$ cat src/rtl/ni_packet_engine.sv
// Network interface packet engine.
// TX: local data words -> head/body/tail flits, buffered in a FIFO toward the router.
// RX: router flits -> filtered by node address -> data words with end-of-packet marking.
module ni_packet_engine #(
    parameter int unsigned DATA_W  = 16,
    parameter int unsigned ADDR_W  = 4,
    parameter int unsigned MAX_LEN = 8,
    parameter int unsigned DEPTH   = 8,
    parameter int unsigned LEN_W   = $clog2(MAX_LEN + 1)
) (
    input  logic              clk_i,
    input  logic              rst_i,
    input  logic [ADDR_W-1:0] node_addr_i,
    // TX request and payload
    input  logic              tx_start_i,
    input  logic [ADDR_W-1:0] tx_dest_i,
    input  logic [LEN_W-1:0]  tx_len_i,
    output logic              tx_busy_o,
    input  logic [DATA_W-1:0] tx_data_i,
    input  logic              tx_data_valid_i,
    output logic              tx_data_ready_o,
    // Router side, outbound
    output logic [DATA_W+1:0] net_tx_flit_o,
    output logic              net_tx_valid_o,
    input  logic              net_tx_ready_i,
    // Router side, inbound
    input  logic [DATA_W+1:0] net_rx_flit_i,
    input  logic              net_rx_valid_i,
    output logic              net_rx_ready_o,
    // Local RX output
    output logic [DATA_W-1:0] rx_data_o,
    output logic [ADDR_W-1:0] rx_src_o,
    output logic              rx_valid_o,
    output logic              rx_packet_end_o,
    input  logic              rx_out_ready_i,
    output logic [7:0]        rx_err_count_o
);

    localparam int unsigned PTR_W  = $clog2(DEPTH);
    localparam int unsigned FLIT_W = DATA_W + 2;

    localparam logic [1:0] TypeHead = 2'b01;
    localparam logic [1:0] TypeBody = 2'b10;
    localparam logic [1:0] TypeTail = 2'b11;

    localparam logic [LEN_W-1:0] MaxLen = LEN_W'(MAX_LEN);
    localparam logic [LEN_W-1:0] LenOne = LEN_W'(1);

    typedef enum logic [1:0] {TxIdle, TxHead, TxPayload} tx_state_e;
    typedef enum logic [1:0] {RxWaitHead, RxPayload, RxDrop} rx_state_e;

    // ---------------------------------------------------------------------------------------
    // TX FIFO
    // ---------------------------------------------------------------------------------------
    logic [FLIT_W-1:0] fifo_mem_q [DEPTH];
    logic [PTR_W:0]    wr_ptr_q, wr_ptr_d;
    logic [PTR_W:0]    rd_ptr_q, rd_ptr_d;
    logic              fifo_empty, fifo_full, fifo_pop, fifo_push, fifo_space;
    logic [FLIT_W-1:0] fifo_wdata;

    assign fifo_empty = (wr_ptr_q == rd_ptr_q);
    assign fifo_full  = (wr_ptr_q[PTR_W] != rd_ptr_q[PTR_W]) &&
                        (wr_ptr_q[PTR_W-1:0] == rd_ptr_q[PTR_W-1:0]);
    assign fifo_pop   = !fifo_empty && net_tx_ready_i;
    // A pop in the same cycle frees the slot, so a full FIFO can still take a push.
    assign fifo_space = !fifo_full || fifo_pop;

    assign net_tx_valid_o = !fifo_empty;
    assign net_tx_flit_o  = fifo_mem_q[rd_ptr_q[PTR_W-1:0]];

    // Pointer next-state.
    always_comb begin
        wr_ptr_d = wr_ptr_q;
        rd_ptr_d = rd_ptr_q;
        if (fifo_push) wr_ptr_d = wr_ptr_q + 1'b1;
        if (fifo_pop)  rd_ptr_d = rd_ptr_q + 1'b1;
    end

    // Pointer registers; reset empties the FIFO.
    always_ff @(posedge clk_i or posedge rst_i) begin
        if (rst_i) begin
            wr_ptr_q <= '0;
            rd_ptr_q <= '0;
        end else begin
            wr_ptr_q <= wr_ptr_d;
            rd_ptr_q <= rd_ptr_d;
        end
    end

    // FIFO storage write; contents need no reset since the pointers gate visibility.
    always_ff @(posedge clk_i) begin
        if (fifo_push) fifo_mem_q[wr_ptr_q[PTR_W-1:0]] <= fifo_wdata;
    end

    // ---------------------------------------------------------------------------------------
    // TX FSM
    // ---------------------------------------------------------------------------------------
    tx_state_e         tx_state_q, tx_state_d;
    logic [ADDR_W-1:0] tx_dest_q, tx_dest_d;
    logic [LEN_W-1:0]  tx_rem_q, tx_rem_d;
    logic              tx_err;
    logic [DATA_W-1:0] head_payload;

    // Head payload layout: {zeros, len, dest, src}. tx_rem_q still holds len while in HEAD.
    always_comb begin
        head_payload = '0;
        head_payload[ADDR_W-1:0]         = node_addr_i;
        head_payload[ADDR_W +: ADDR_W]   = tx_dest_q;
        head_payload[2*ADDR_W +: LEN_W]  = tx_rem_q;
    end

    // TX next-state, FIFO push and handshake outputs.
    always_comb begin
        tx_state_d      = tx_state_q;
        tx_dest_d       = tx_dest_q;
        tx_rem_d        = tx_rem_q;
        tx_err          = 1'b0;
        tx_data_ready_o = 1'b0;
        fifo_push       = 1'b0;
        fifo_wdata      = '0;
        unique case (tx_state_q)
            TxIdle: begin
                if (tx_start_i) begin
                    if (tx_len_i == '0 || tx_len_i > MaxLen) begin
                        tx_err = 1'b1;
                    end else begin
                        tx_dest_d  = tx_dest_i;
                        tx_rem_d   = tx_len_i;
                        tx_state_d = TxHead;
                    end
                end
            end
            TxHead: begin
                if (fifo_space) begin
                    fifo_push  = 1'b1;
                    fifo_wdata = {TypeHead, head_payload};
                    tx_state_d = TxPayload;
                end
            end
            TxPayload: begin
                tx_data_ready_o = fifo_space;
                if (tx_data_valid_i && fifo_space) begin
                    fifo_push  = 1'b1;
                    fifo_wdata = {(tx_rem_q == LenOne) ? TypeTail : TypeBody, tx_data_i};
                    tx_rem_d   = tx_rem_q - 1'b1;
                    if (tx_rem_q == LenOne) tx_state_d = TxIdle;
                end
            end
            default: tx_state_d = TxIdle;
        endcase
    end

    assign tx_busy_o = (tx_state_q != TxIdle);

    // TX state registers.
    always_ff @(posedge clk_i or posedge rst_i) begin
        if (rst_i) begin
            tx_state_q <= TxIdle;
            tx_dest_q  <= '0;
            tx_rem_q   <= '0;
        end else begin
            tx_state_q <= tx_state_d;
            tx_dest_q  <= tx_dest_d;
            tx_rem_q   <= tx_rem_d;
        end
    end

    // ---------------------------------------------------------------------------------------
    // RX FSM
    // ---------------------------------------------------------------------------------------
    rx_state_e         rx_state_q, rx_state_d;
    logic [LEN_W-1:0]  rx_rem_q, rx_rem_d;
    logic [DATA_W-1:0] rx_data_q, rx_data_d;
    logic [ADDR_W-1:0] rx_src_q, rx_src_d;
    logic              rx_valid_q, rx_valid_d;
    logic              rx_end_q, rx_end_d;
    logic              rx_err, rx_fire;
    logic [1:0]        rx_type;
    logic [DATA_W-1:0] rx_payload;
    logic [ADDR_W-1:0] hdr_src, hdr_dest;
    logic [LEN_W-1:0]  hdr_len;

    assign rx_type    = net_rx_flit_i[FLIT_W-1 -: 2];
    assign rx_payload = net_rx_flit_i[DATA_W-1:0];
    assign hdr_src    = rx_payload[ADDR_W-1:0];
    assign hdr_dest   = rx_payload[ADDR_W +: ADDR_W];
    assign hdr_len    = rx_payload[2*ADDR_W +: LEN_W];
    assign rx_fire    = net_rx_valid_i && net_rx_ready_o;

    // RX next-state, output register loading and error detection.
    always_comb begin
        rx_state_d     = rx_state_q;
        rx_rem_d       = rx_rem_q;
        rx_data_d      = rx_data_q;
        rx_src_d       = rx_src_q;
        rx_valid_d     = rx_valid_q && !rx_out_ready_i;
        rx_end_d       = rx_end_q;
        rx_err         = 1'b0;
        net_rx_ready_o = 1'b1;
        unique case (rx_state_q)
            RxWaitHead: begin
                if (rx_fire) begin
                    // A zero-length head has no payload to follow; treat it as malformed.
                    if (rx_type != TypeHead || hdr_len == '0) begin
                        rx_err = 1'b1;
                    end else if (hdr_dest == node_addr_i) begin
                        rx_src_d   = hdr_src;
                        rx_rem_d   = hdr_len;
                        rx_state_d = RxPayload;
                    end else begin
                        rx_rem_d   = hdr_len;
                        rx_state_d = RxDrop;
                    end
                end
            end
            RxPayload: begin
                net_rx_ready_o = !rx_valid_q || rx_out_ready_i;
                if (rx_fire) begin
                    rx_data_d  = rx_payload;
                    rx_valid_d = 1'b1;
                    rx_rem_d   = rx_rem_q - 1'b1;
                    if (rx_rem_q == LenOne && rx_type == TypeTail) begin
                        rx_end_d   = 1'b1;
                        rx_state_d = RxWaitHead;
                    end else if (rx_rem_q != LenOne && rx_type == TypeBody) begin
                        rx_end_d = 1'b0;
                    end else begin
                        // Unexpected type: hand the word over but close the packet.
                        rx_end_d   = 1'b1;
                        rx_err     = 1'b1;
                        rx_state_d = RxWaitHead;
                    end
                end
            end
            RxDrop: begin
                if (rx_fire) begin
                    rx_rem_d = rx_rem_q - 1'b1;
                    if (rx_rem_q == LenOne) rx_state_d = RxWaitHead;
                end
            end
            default: rx_state_d = RxWaitHead;
        endcase
    end

    // RX state and output registers.
    always_ff @(posedge clk_i or posedge rst_i) begin
        if (rst_i) begin
            rx_state_q <= RxWaitHead;
            rx_rem_q   <= '0;
            rx_data_q  <= '0;
            rx_src_q   <= '0;
            rx_valid_q <= 1'b0;
            rx_end_q   <= 1'b0;
        end else begin
            rx_state_q <= rx_state_d;
            rx_rem_q   <= rx_rem_d;
            rx_data_q  <= rx_data_d;
            rx_src_q   <= rx_src_d;
            rx_valid_q <= rx_valid_d;
            rx_end_q   <= rx_end_d;
        end
    end

    assign rx_data_o       = rx_data_q;
    assign rx_src_o        = rx_src_q;
    assign rx_valid_o      = rx_valid_q;
    assign rx_packet_end_o = rx_end_q;

    // ---------------------------------------------------------------------------------------
    // Shared saturating error counter
    // ---------------------------------------------------------------------------------------
    logic [7:0] err_cnt_q, err_cnt_d;
    logic [8:0] err_sum;

    // TX and RX errors in the same cycle both count.
    always_comb begin
        err_sum   = {1'b0, err_cnt_q} + {8'd0, tx_err} + {8'd0, rx_err};
        err_cnt_d = (err_sum > 9'd255) ? 8'hFF : err_sum[7:0];
    end

    // Error counter register.
    always_ff @(posedge clk_i or posedge rst_i) begin
        if (rst_i) err_cnt_q <= '0;
        else       err_cnt_q <= err_cnt_d;
    end

    assign rx_err_count_o = err_cnt_q;

endmodule

$ cat config.mk
export PLATFORM = sky130hd
export DESIGN_NAME = ni_packet_engine
export DESIGN_NICKNAME = d
export VERILOG_FILES = /design/src/rtl/ni_packet_engine.sv
export SDC_FILE = /design/constraint.sdc
export NUM_CORES = 1
export LEC_CHECK = 0
export CORE_MARGIN = 8
export CORE_UTILIZATION = 40
export CTS_CLUSTER_SIZE = 8
export DETAILED_ROUTE_END_ITERATION = 6
export GPL_TIMING_DRIVEN = 1
export PLACE_DENSITY_LB_ADDON = 0.1
export SETUP_SLACK_MARGIN = 0.3
export SLEW_MARGIN = 10
export SYNTH_ARGS = -nofsm -noshare
export SYNTH_HDL_FRONTEND = slang
export SYNTH_SLANG_ARGS = --single-unit
export TNS_END_PERCENT = 20
$ cat constraint.sdc
create_clock -name clk_i -period 4.7 [get_ports clk_i]
set_input_delay 0.47 -clock clk_i [delete_from_list [all_inputs] [get_ports clk_i]]
set_output_delay 0.47 -clock clk_i [all_outputs]
set_load 0.05 [all_outputs]
==> summary.txt, run 1 <==
Floorplanning
  • # IOs: approximately 110
  • Core footprint: approximately 21000 um2
  • Chip height: approximately 160 um
  • Die X: approximately 160 um
  • Starting Density: 0.405
  • # rows: 53
  • Die area: around 26000 um2

Pwr
  • Leak: between 3 and 4 nW
  • Maximum vdd drop: around 0.00031 V
  • Switching share of total power: 0.393
  • Clock group share of total power: 0.196
  • Pint: between 0.004 and 0.005 W
  • P_sw: ~0.0027 W
  • Total power: ~0.0069 W
  • Sequential share of power: 0.363
  • Comb power frac: 0.441
  • PwrDens: 661 nW/um2

Timing
  • Final setup TNS: 0 ns
  • Final setup fails: 0
  • RSZ-0062 raised after global routing: no
  • Fin. Hold Viols: 0
  • Final Skew: between 0.01 and 0.015 ns
  • Tcrit/Tclk final: 0.770
  • Achievable Freq: roughly 280 MHz
  • Pins Over Slew Limit: 0
  • Worst-Margin Slew: between 0.9 and 1 ns
  • Setup ws final: 1.08 ns
  • Fin crit period: ~3.6 ns
  • Slew headroom: 0.395

Logic synthesis
  • Multiplexer share of the synthesized area: 0.158
  • Synth Area in Adders: 0.0215
  • Yosys warning total: 0
  • Synth cell count leaders: 144 x edfxtp_1, 54 x dfrtp_1, 36 x mux4_2, 35 x mux2_2, 21 x nand2_1
  • Cell taking the most area after synthesis: edfxtp_1
  • Synth unique cells: 55
  • Post-synth EDFFs: ~140
  • Cell area after synthesis: around 8500 um2
  • Synthesized area per cell: between 15 and 20 um2
  • Sequential fraction of the synthesis area: 0.668
  • Synth Flop Type: edfxtp_1
  • Cells after Synth: 501
  • Post-synthesis xor/xnor area fraction: 0.0196
  • Syn nets: approximately 570
  • Simple-gate share of the synthesized area: 0.0638
  • Synth top area share: 0.509
  • Most common cell in the synthesized netlist: edfxtp_1
  • #FFs+latches synth: approximately 200
  • Main combinational cell family by area after synthesis: multiplexers
  • Complex-gate fraction of the synthesized area: 0.0492
  • Synth area leaders: edfxtp_1 51%, dfrtp_1 16%, mux4_2 9.5%
  • Post-synth ARST share: 0.273

Global routing
  • Initial antenna violation count: 1
  • First-pass GRT wire length: about 29000 um
  • Largest net degree at the start of global routing: 55
  • Total congestion overflow: 0
  • Vias in the first global route: approximately 5200
  • Tot GR Track Use: 0.146

Placed design
  • Final HPWL DP: 12400 um
  • Pre-CTS WS: 1.43 ns
  • Placed cells: roughly 870
  • Placed inst area: slightly below 10000 um2
  • Placer Congestion: between 0.7 and 0.8
  • Port bufs: roughly 100

Route
  • DR vias: ~4700
  • Vias per std cell: between 5 and 6
  • DRC: 0
  • ANT nets after route: 0
  • Initial DRC count: 200
  • Number of detailed-routing iterations run before antenna repair: 5
  • Final wirelength: roughly 18000 um
  • Routed len/inst: between 20 and 25 um

Worst setup path
  • Worst EP arrival: about 3.2 ns
  • CP required: approximately 4.2 ns
  • CP Max Fanout: 24
  • Endpoint type of the worst setup path: primary output
  • Startpoint types: flop
  • Crit Path Category: reg2out

Clocking
  • CTS tree: done
  • Clock sinks: between 150 and 200
  • Post-CTS setup buffer count: 0
  • CTS Buffer Depth: 2
  • CTS Root Cell: clkbuf_16
  • Resized Gates After CTS: 0
  • Cts bufs inserted: 17
  • Hold Buf Count CTS: 0
  • CTS clk-pin slew, worst paths: 0.07 ns
  • Clock Latency Late Sink: ~0.43 ns
  • H-tree depth: 4

Layout
  • Final instance area: between 10000 and 15000 um2
  • Ant. Diodes: 0
  • Nets: ~700
  • Area grow syn2layout: 23.3%
  • Share of layout cells above drive strength 1: 0.214
  • Fin cells: between 900 and 1000

Flow run
  • Max-cap viol count: 0

Hold path
  • Hold Path Class: reg2reg

Outcome
  • Status: finished clean
-- power groups by stage --
stage          logic, W  clock network (W)  registers (W)
6_report        0.00305            0.00136        0.00251
5_1_grt         0.00327            0.00146        0.00256
4_1_cts         0.00310            0.00140        0.00252
3_5_place_dp    0.00309                  0        0.00255
3_3_place_gp    0.00306                  0        0.00254
2_1_floorplan   0.00191                  0        0.00277
-- flip-flops by register name, indices dropped and copies added, names as in the netlist, 2 cells and up --
signal / count
tx_dest_q: 4
rx_err_count_o: 8
rd_ptr_q: 4
rx_src_o: 4
tx_rem_q: 4
wr_ptr_q: 4
rx_state_q: 2
rx_data_o: 16
rx_rem_q: 4
fifo_mem_q: 144
tx_state_q: 2
-- worst max-delay path: stages (launching register included) --
cell             delay [ns]
dfrtp_2                0.91
buf_12                 0.27
mux4_2                 0.51
mux2_2                 0.29
clkdlybuf4s50_1        0.72
-- through the flow --
stage,util,hold WS [ns]
3_3_place_gp,0.474,0.468
2_1_floorplan,-,0.466
4_1_cts,0.500,0.499
5_1_grt,0.500,0.508
6_report,0.500,0.489
3_5_place_dp,0.474,0.476
-- cells by family (layout without fill, tap and decap cells) --
kind of cell,Yosys count,after routing
flops,198,198
simple gates,95,95
mux,82,82
compound gates,56,56
buf+inv,37,166
xor+xnor,19,19
fa+ha+maj,14,14
-- routing by layer --
metal / wire, um / global-route usage / vias to the layer above
met1: 7850 / 0.176 / 2441
li1: - / - / 2191
met2: 9240 / 0.248 / 92
met3: 965 / 0.0405 / 18
met4: 229 / 0.0488 / 2
met5: 13 / 0 / -
-- final cells by class --
cell class / instances / area, um2
clock buffers: 18 / 429
clock inverters: 14 / 114
fillers: 1789 / 10500
inverters: 17 / 63.8
multi-input cells: 266 / 2690
flip-flops and latches: 198 / 5680
well taps: 275 / 344
repair buffers: 117 / 1150
-- cells in the final DEF (no fill, tap or decap), types with 3 or more instances in the layout --
master | synthesis | routed
mux4_2 | 36 | 36
ha_1 | 13 | 13
mux2_2 | 35 | 35
nand4_1 | 3 | 3
mux2_1 | 5 | 5
clkdlybuf4s50_1 | 0 | 104
buf_4 | 0 | 12
o21ai_0 | 7 | 7
nand2_1 | 21 | 21
o211ai_1 | 4 | 4
inv_1 | 17 | 16
nand3b_1 | 5 | 5
nand3_1 | 12 | 12
xor2_1 | 7 | 7
inv_6 | 0 | 7
clkbuf_16 | 0 | 17
and3_1 | 6 | 6
edfxtp_1 | 144 | 144
o21ai_1 | 3 | 3
dfrtp_1 | 54 | 53
nand2b_1 | 4 | 4
a22o_1 | 14 | 14
mux2_4 | 4 | 4
xnor2_1 | 12 | 12
nor2_1 | 9 | 9
a21oi_1 | 12 | 12
and2_1 | 9 | 9
nor3b_1 | 6 | 4
-- path summary, 6_finish.rpt --
check	start	endpoint	slack, ns	depth (start not counted)
max	rd_ptr_q[0]$_DFFE_PP0P_	net_tx_flit_o[8]	1.08	4
min	rx_packet_end_o$_DFFE_PP0P_	rx_packet_end_o$_DFFE_PP0P_	0.49	2
max reg2reg	rx_rem_q[1]$_DFFE_PP0P_	rx_err_count_o[1]$_DFF_PP0_	1.49	13
min reg2reg	rx_packet_end_o$_DFFE_PP0P_	rx_packet_end_o$_DFFE_PP0P_	0.49	2
max in group asynchronous	rst_i	rd_ptr_q[0]$_DFFE_PP0P_	3.63	3
min in group asynchronous	rst_i	rx_err_count_o[7]$_DFF_PP0_	0.56	3
(Power assumes the default switching activity.)
==> run 2: changes to the inputs <==
Clock period 4.7 ns to 3.5 ns, I/O delays scaled along.
==> summary.txt, run 2 (synthesis gave the netlist of run 1 again) <==
Outcome
  • Status: finished clean

Worst setup path
  • Crit-path cells: buf_12 -> mux4_2 -> mux2_2 -> clkdlybuf4s50_1
  • Crit Path Category: reg2out
  • Startpoint types: flop
  • CP required: 3.15 ns (-1.08 ns)
  • CP Max Fanout: 20 (-17%)
  • Worst EP arrival: 2.71 ns (-0.44 ns)
  • CP max stage delay: 0.71 ns (-0.20 ns)
  • Endpoint type of the worst setup path: primary output
  • Worst path slowest cell: clkdlybuf4s50_1
  • Cell family contributing the most delay on the critical path: buffers and inverters
  • Buffering stage count on the worst path with inverters included: 2 (unchanged)

Pwr
  • Pint: 0.00596 W (+42%)
  • Switching share of total power: 0.382 (-0.0107)
  • PwrDens: 908 nW/um2 (+37%)
  • Sequential share of power: 0.347 (-0.016)
  • Total power: 0.00966 W (+40%)
  • Maximum vdd drop: 0.000549 V (+75%)
  • P_sw: 0.00369 W (+36%)
  • Leak: 3.89 nW (+2.5%)
  • Clock group share of total power: 0.218 (+0.022)
  • Comb power frac: 0.435 (-0.006)

Timing
  • Final Skew: 0.00954 ns (-0.000900 ns)
  • Final setup fails: 0 (unchanged)
  • Slew headroom: 0.410 (+0.0147)
  • Fin crit period: ~3.1 ns
  • Achievable Freq: about 330 MHz
  • Worst-Margin Slew: 0.882 ns (-0.0236 ns)
  • RSZ-0062 raised after global routing: no
  • Fin. Hold Viols: 0 (unchanged)
  • Pins Over Slew Limit: 0 (unchanged)
  • Tcrit/Tclk final: 0.874

Clocking
  • CTS tree: done
  • CTS Buffer Depth: 2 (unchanged)
  • Clock sinks: 198 (unchanged)
  • H-tree depth: 4 (unchanged)
  • Clock Latency Late Sink: 0.42 ns (about the same)
  • Cts bufs inserted: 17 (unchanged)
  • CTS Root Cell: clkbuf_16
  • CTS clk-pin slew, worst paths: 0.07 ns (about the same)
  • Post-CTS setup buffer count: 0 (unchanged)
  • Hold Buf Count CTS: 0 (unchanged)

Global routing
  • Total congestion overflow: 0 (unchanged)
  • Vias in the first global route: 5328 (+2.1%)
  • First-pass GRT wire length: 29800 um (+2.2%)
  • Initial antenna violation count: 1 (unchanged)
  • Largest net degree at the start of global routing: 31 (-44%)
  • Tot GR Track Use: 0.149 (+0.00296)

Layout
  • Max reg flops: 144 (unchanged)
  • Fin util: 0.508 (+0.00830)
  • Final instance area: 10600 um2 (+1.7%)
  • Most common cell after layout, fill and taps aside: edfxtp_1
  • Area grow syn2layout: 25.3%
  • Ant. Diodes: 0 (unchanged)
  • Commonest cells after routing, fill and taps aside: 144 x edfxtp_1, 103 x clkdlybuf4s50_1, 52 x dfrtp_1
  • Nets: 691 (+1.0%)
  • Filler cells: 1789 (unchanged)
  • Share of layout cells above drive strength 1: 0.228 (+0.0137)

Floorplanning
  • Core footprint: 21000 um2 (unchanged)
  • Die area: 26100 um2 (unchanged)
  • Die X: 162 um (unchanged)
  • # rows: 53 (unchanged)
  • Starting Density: 0.405 (unchanged)
  • Chip height: 162 um (unchanged)
  • # IOs: 105 (unchanged)

Route
  • DRC: 0 (unchanged)
  • Met3 wire len: 1180 um (+22%)
  • Routed len/inst: 20.5 um (+1.2%)
  • ANT nets after route: 0 (unchanged)
  • Top layer in use: met5
  • Vias per std cell: 5.26 (+0.41%)
  • Number of detailed-routing iterations run before antenna repair: 4 (-1)
  • Met1 wire length: 7810 um (-0.52%)
  • Met2 wire length: 9460 um (+2.3%)
  • Initial DRC count: 247 (+24%)
  • Final wirelength: 18600 um (+1.8%)
  • DR vias: 4795 (+1.1%)

Placed design
  • Port bufs: 104 (unchanged)
  • Placed inst area: 10000 um2 (+0.72%)
  • Placer Congestion: 0.757 (+1.5%)
  • Final HPWL DP: 12800 um (+3.5%)

Flow run
  • Max-cap viol count: 0 (unchanged)

Hold path
  • Hold Path Class: in2async
-- run 2: area by class of cell --
type	count	area, um2	share of cell area
flip-flops and latches	198	5680	0.534
multi-input cells	266	2700	0.254
repair buffers	124	1210	0.114
clock buffers	17	425	0.0400
well taps	275	344	0.0323
clock inverters	14	214	0.0201
inverters	17	63.8	0.00600
-- run 2: through the flow --
step	hold slack [ns]	cells	TNS, ns	worst slack (ns)
finish	0.334	911	0	0.440
global route	0.410	911	0	0.322
CTS	0.346	911	0	0.388
detailed placement	0.482	880	0	0.311
global placement	0.472	880	0	0.405
floorplan	0.458	501	-2.14	-0.119
-- run 2: per-layer routing --
layer  track usage  vias to the layer above
met3        0.0478                       13
met2         0.255                      111
met4        0.0366                        2
met1         0.179                     2462
met5             0                        -
li1              -                     2207
-- run 2: what timing repair did --
| action | in CTS | in global routing |
|---|---|---|
| setup endpoints to repair | 3 | 7 |
| endpoints found under the hold margin | 0 | 0 |
| gates resized for setup | 1 | 1 |
-- run 2: worst paths after layout --
path,startpoint,slack (ns),endpoint,cells after the start
max in group asynchronous,rst_i,2.37,rx_data_o[5]$_DFFE_PP0P_,3
hold reg to reg,rx_src_o[2]$_DFFE_PP0P_,0.50,rx_src_o[2]$_DFFE_PP0P_,1
setup / recovery,rd_ptr_q[0]$_DFFE_PP0P_,0.44,net_tx_flit_o[9],4
hold / removal,rst_i,0.33,rx_err_count_o[1]$_DFF_PP0_,2
setup reg to reg,rx_rem_q[1]$_DFFE_PP0P_,0.55,rx_err_count_o[3]$_DFF_PP0_,13
min in group clk_i,rx_src_o[2]$_DFFE_PP0P_,0.50,rx_src_o[2]$_DFFE_PP0P_,1
-- run 2: power by group through the flow --
stage	combinational [W]	sequential, W	clock, W
6_report	0.00420	0.00335	0.00211
5_1_grt	0.00450	0.00340	0.00224
4_1_cts	0.00428	0.00335	0.00217
3_5_place_dp	0.00426	0.00339	0
3_3_place_gp	0.00423	0.00337	0
2_1_floorplan	0.00257	0.00371	0
==> run 3: changes to the inputs <==
Settings changed: ABC_AREA set to 1.
==> summary.txt, run 3 <==
Route
  • Number of detailed-routing iterations run before antenna repair: 5 (+1)
  • Final wirelength: 21200 um (+14%)
  • Routed len/inst: 17.4 um (-15%)
  • Initial DRC count: 395 (+60%)
  • DRC: 0 (unchanged)
  • DR vias: 6101 (+27%)
  • ANT nets after route: 0 (unchanged)
  • Vias per std cell: 5.00 (-5.0%)

Floorplanning
  • # rows: 54 (+1.9%)
  • Starting Density: 0.402 (-0.00317)
  • Die X: 163 um (+0.92%)
  • # IOs: 105 (unchanged)
  • Die area: 26600 um2 (+1.8%)
  • Chip height: 163 um (+0.92%)
  • Core footprint: 21600 um2 (+2.9%)

Logic synthesis
  • Synth unique cells: 37 (-33%)
  • #FFs+latches synth: 198 (unchanged)
  • Synth cell count leaders: 154 x nor2_1, 152 x nand2_1, 144 x edfxtp_1, 97 x o21ai_0, 54 x dfrtp_1
  • Most common cell in the synthesized netlist: nor2_1
  • Synthesized area per cell: 10.5 um2 (-38%)
  • Synth top area share: 0.499 (-0.0102)
  • Sequential fraction of the synthesis area: 0.655 (-0.0134)
  • Yosys warning total: 0 (unchanged)
  • Cell area after synthesis: 8660 um2 (+2.0%)
  • Post-synth ARST share: 0.273 (unchanged)
  • Synth Flop Type: edfxtp_1
  • Synth area leaders: edfxtp_1 50%, dfrtp_1 16%, nor2_1 6.7%
  • Cells after Synth: 822 (+64%)
  • Syn nets: 889 (+57%)
  • Cell taking the most area after synthesis: edfxtp_1
  • Post-synth EDFFs: 144 (unchanged)

Clocking
  • Clock sinks: 198 (unchanged)
  • H-tree depth: 4 (unchanged)
  • Resized Gates After CTS: 0 (-1)
  • Cts bufs inserted: 17 (unchanged)
  • CTS clk-pin slew, worst paths: 0.07 ns (about the same)
  • CTS tree: done
  • CTS Buffer Depth: 2 (unchanged)
  • Post-CTS setup buffer count: 0 (unchanged)
  • CTS Root Cell: clkbuf_16
  • Hold Buf Count CTS: 0 (unchanged)
  • Clock Latency Late Sink: 0.42 ns (about the same)

Layout
  • Nets: 996 (+44%)
  • Most common cell after layout, fill and taps aside: nand2_1
  • Fin cells: 1220 (+34%)
  • Ant. Diodes: 0 (unchanged)
  • Area grow syn2layout: 25.1%
  • Commonest cells after routing, fill and taps aside: 152 x nand2_1, 146 x nor2_1, 144 x edfxtp_1
  • Fin util: 0.503 (-0.00498)
  • Filler cells: 1946 (+8.8%)
  • Final instance area: 10800 um2 (+1.8%)
  • Max reg flops: 144 (unchanged)
  • Share of layout cells above drive strength 1: 0.0989 (-0.129)

Worst setup path
  • Reg2reg start: rx_state_q[1]$_DFFE_PP0P_
  • Endpoint type of the worst setup path: flop
  • FF-to-FF path depth: 15 (+2)
  • CP Max Fanout: 8 (-60%)
  • Startpoint types: flop
  • CP required: 3.86 ns (+0.71 ns)
  • Crit Path Category: reg2reg
  • Reg2reg setup slack: 0.57 ns (+0.02 ns)
  • Worst EP arrival: 3.29 ns (+0.58 ns)
  • R2r endpoint: rx_err_count_o[5]$_DFF_PP0_

Timing
  • Hold slack: 0.324 ns (-0.00940 ns)
  • Final setup TNS: 0 ns (unchanged)
  • Slew headroom: 0.310 (-0.100)
  • Pins Over Slew Limit: 0 (unchanged)
  • RSZ-0062 raised after global routing: no
  • Tcrit/Tclk final: 0.838 (-0.0360)
  • Fin crit period: 2.93 ns (-0.126 ns)
  • Achievable Freq: 341 MHz (+4.3%)
  • Worst-Margin Slew: 1.02 ns (+0.142 ns)
  • Final Skew: 0.00732 ns (-0.00221 ns)
  • Fin. Hold Viols: 0 (unchanged)
  • Final setup fails: 0 (unchanged)

Placed design
  • Placer Congestion: 0.790 (+4.4%)
  • Placed cells: 1190 (+35%)
  • Final HPWL DP: 13900 um (+8.7%)
  • Port bufs: 104 (unchanged)
  • Placed inst area: 10200 um2 (+2.4%)

Global routing
  • First-pass GRT wire length: 33700 um (+13%)
  • Total congestion overflow: 0 (unchanged)
  • Tot GR Track Use: 0.164 (+0.0154)
  • Vias in the first global route: 6111 (+15%)
  • Largest net degree at the start of global routing: 73 (+140%)
  • Initial antenna violation count: 0 (-1)

Pwr
  • Leak: 4.31 nW (+11%)
  • PwrDens: 945 nW/um2 (+4.1%)
  • Maximum vdd drop: 0.000479 V (-13%)

Outcome
  • Status: finished clean

Flow run
  • Max-cap viol count: 0 (unchanged)

Hold path
  • Hold Path Class: in2async
==> run 3: changes by cell type in the layout (fill, tap and decap cells not counted), sizes merged, moves of 19 or more <==
cell           delta
nor2            +147
clkdlybuf4s50    -19
nand2           +136
o21ai            +91
mux4             -36
inv              +33
mux2             -44
==> run 3: power breakdown <==
group | total (W) | internal [W] | switching, W
registers | 0.00322 | 0.00297 | 0.000246
logic | 0.00499 | 0.00177 | 0.00321
clock network | 0.00204 | 0.00119 | 0.000850
total | 0.0102 | 0.00593 | 0.00431
==> run 3: cells by family (layout without fill, tap and decap cells) <==
logic type               count (synthesis)  count (layout)  synth area share
buffers and inverters                   89             207            0.0422
XOR/XNOR                                16              16            0.0162
adder cells (fa/ha/maj)                 14              14            0.0211
AND/OR/NAND/NOR                        354             354             0.172
flip-flops                             198             198             0.655
AO/OA/AOI/OAI                          151             151            0.0939
==> run 3: cell type report <==
type                       instances  area [um2]  share of cell area
sequential                       198        5680               0.524
multi-input combinational        535        2640               0.244
timing repair buffer             122        1350               0.125
clock buffer                      18         429              0.0396
tap                              280         350              0.0323
inverter                          55         209              0.0193
clock inverter                    12         178              0.0164
==> run 3: critical path, stage by stage, from the launching register on <==
cell	delay [ns]
dfrtp_1	0.38
inv_1	0.07
ha_1	0.21
nand3_1	0.11
nand2_1	0.10
a21oi_1	0.17
o21ai_0	0.14
a22oi_1	0.38
fa_1	0.29
ha_1	0.18
nand2_1	0.06
inv_1	0.06
nand2_1	0.06
nor2_1	0.15
nand4_1	0.31
nand3_1	0.18
==> run 3: routing by layer <==
| metal | GRT usage | vias to the layer above | routed length [um] |
|---|---|---|---|
| met5 | 0 | - | 0 |
| met4 | 0.0480 | 0 | 277 |
| met3 | 0.0489 | 22 | 1380 |
| met2 | 0.263 | 146 | 9900 |
| met1 | 0.212 | 2917 | 9640 |
| li1 | - | 3016 | - |
==> run 3: through the flow <==
| stage | power [W] | worst slack, ns |
|---|---|---|
| floorplan | 0.00635 | 0.604 |
| global placement | 0.00827 | 0.470 |
| detailed placement | 0.00830 | 0.403 |
| CTS | 0.0103 | 0.563 |
| global route | 0.0108 | 0.373 |
| finish | 0.0102 | 0.566 |
==> run 3: worst max path at each step <==
| stage | startpoint | end | slack [ns] | cells past startpoint |
|---|---|---|---|---|
| 6_report | rx_state_q[1]$_DFFE_PP0P_ | rx_err_count_o[5]$_DFF_PP0_ | 0.57 | 15 |
| 5_1_grt | rx_state_q[1]$_DFFE_PP0P_ | rx_err_count_o[4]$_DFF_PP0_ | 0.37 | 15 |
| 4_1_cts | rd_ptr_q[0]$_DFFE_PP0P_ | net_tx_flit_o[6] | 0.56 | 7 |
| 3_5_place_dp | rx_out_ready_i | rx_err_count_o[2]$_DFF_PP0_ | 0.40 | 15 |
| 3_3_place_gp | rx_out_ready_i | rx_err_count_o[5]$_DFF_PP0_ | 0.47 | 15 |
| 2_1_floorplan | rx_valid_o$_DFF_PP0_ | rx_err_count_o[2]$_DFF_PP0_ | 0.60 | 13 |
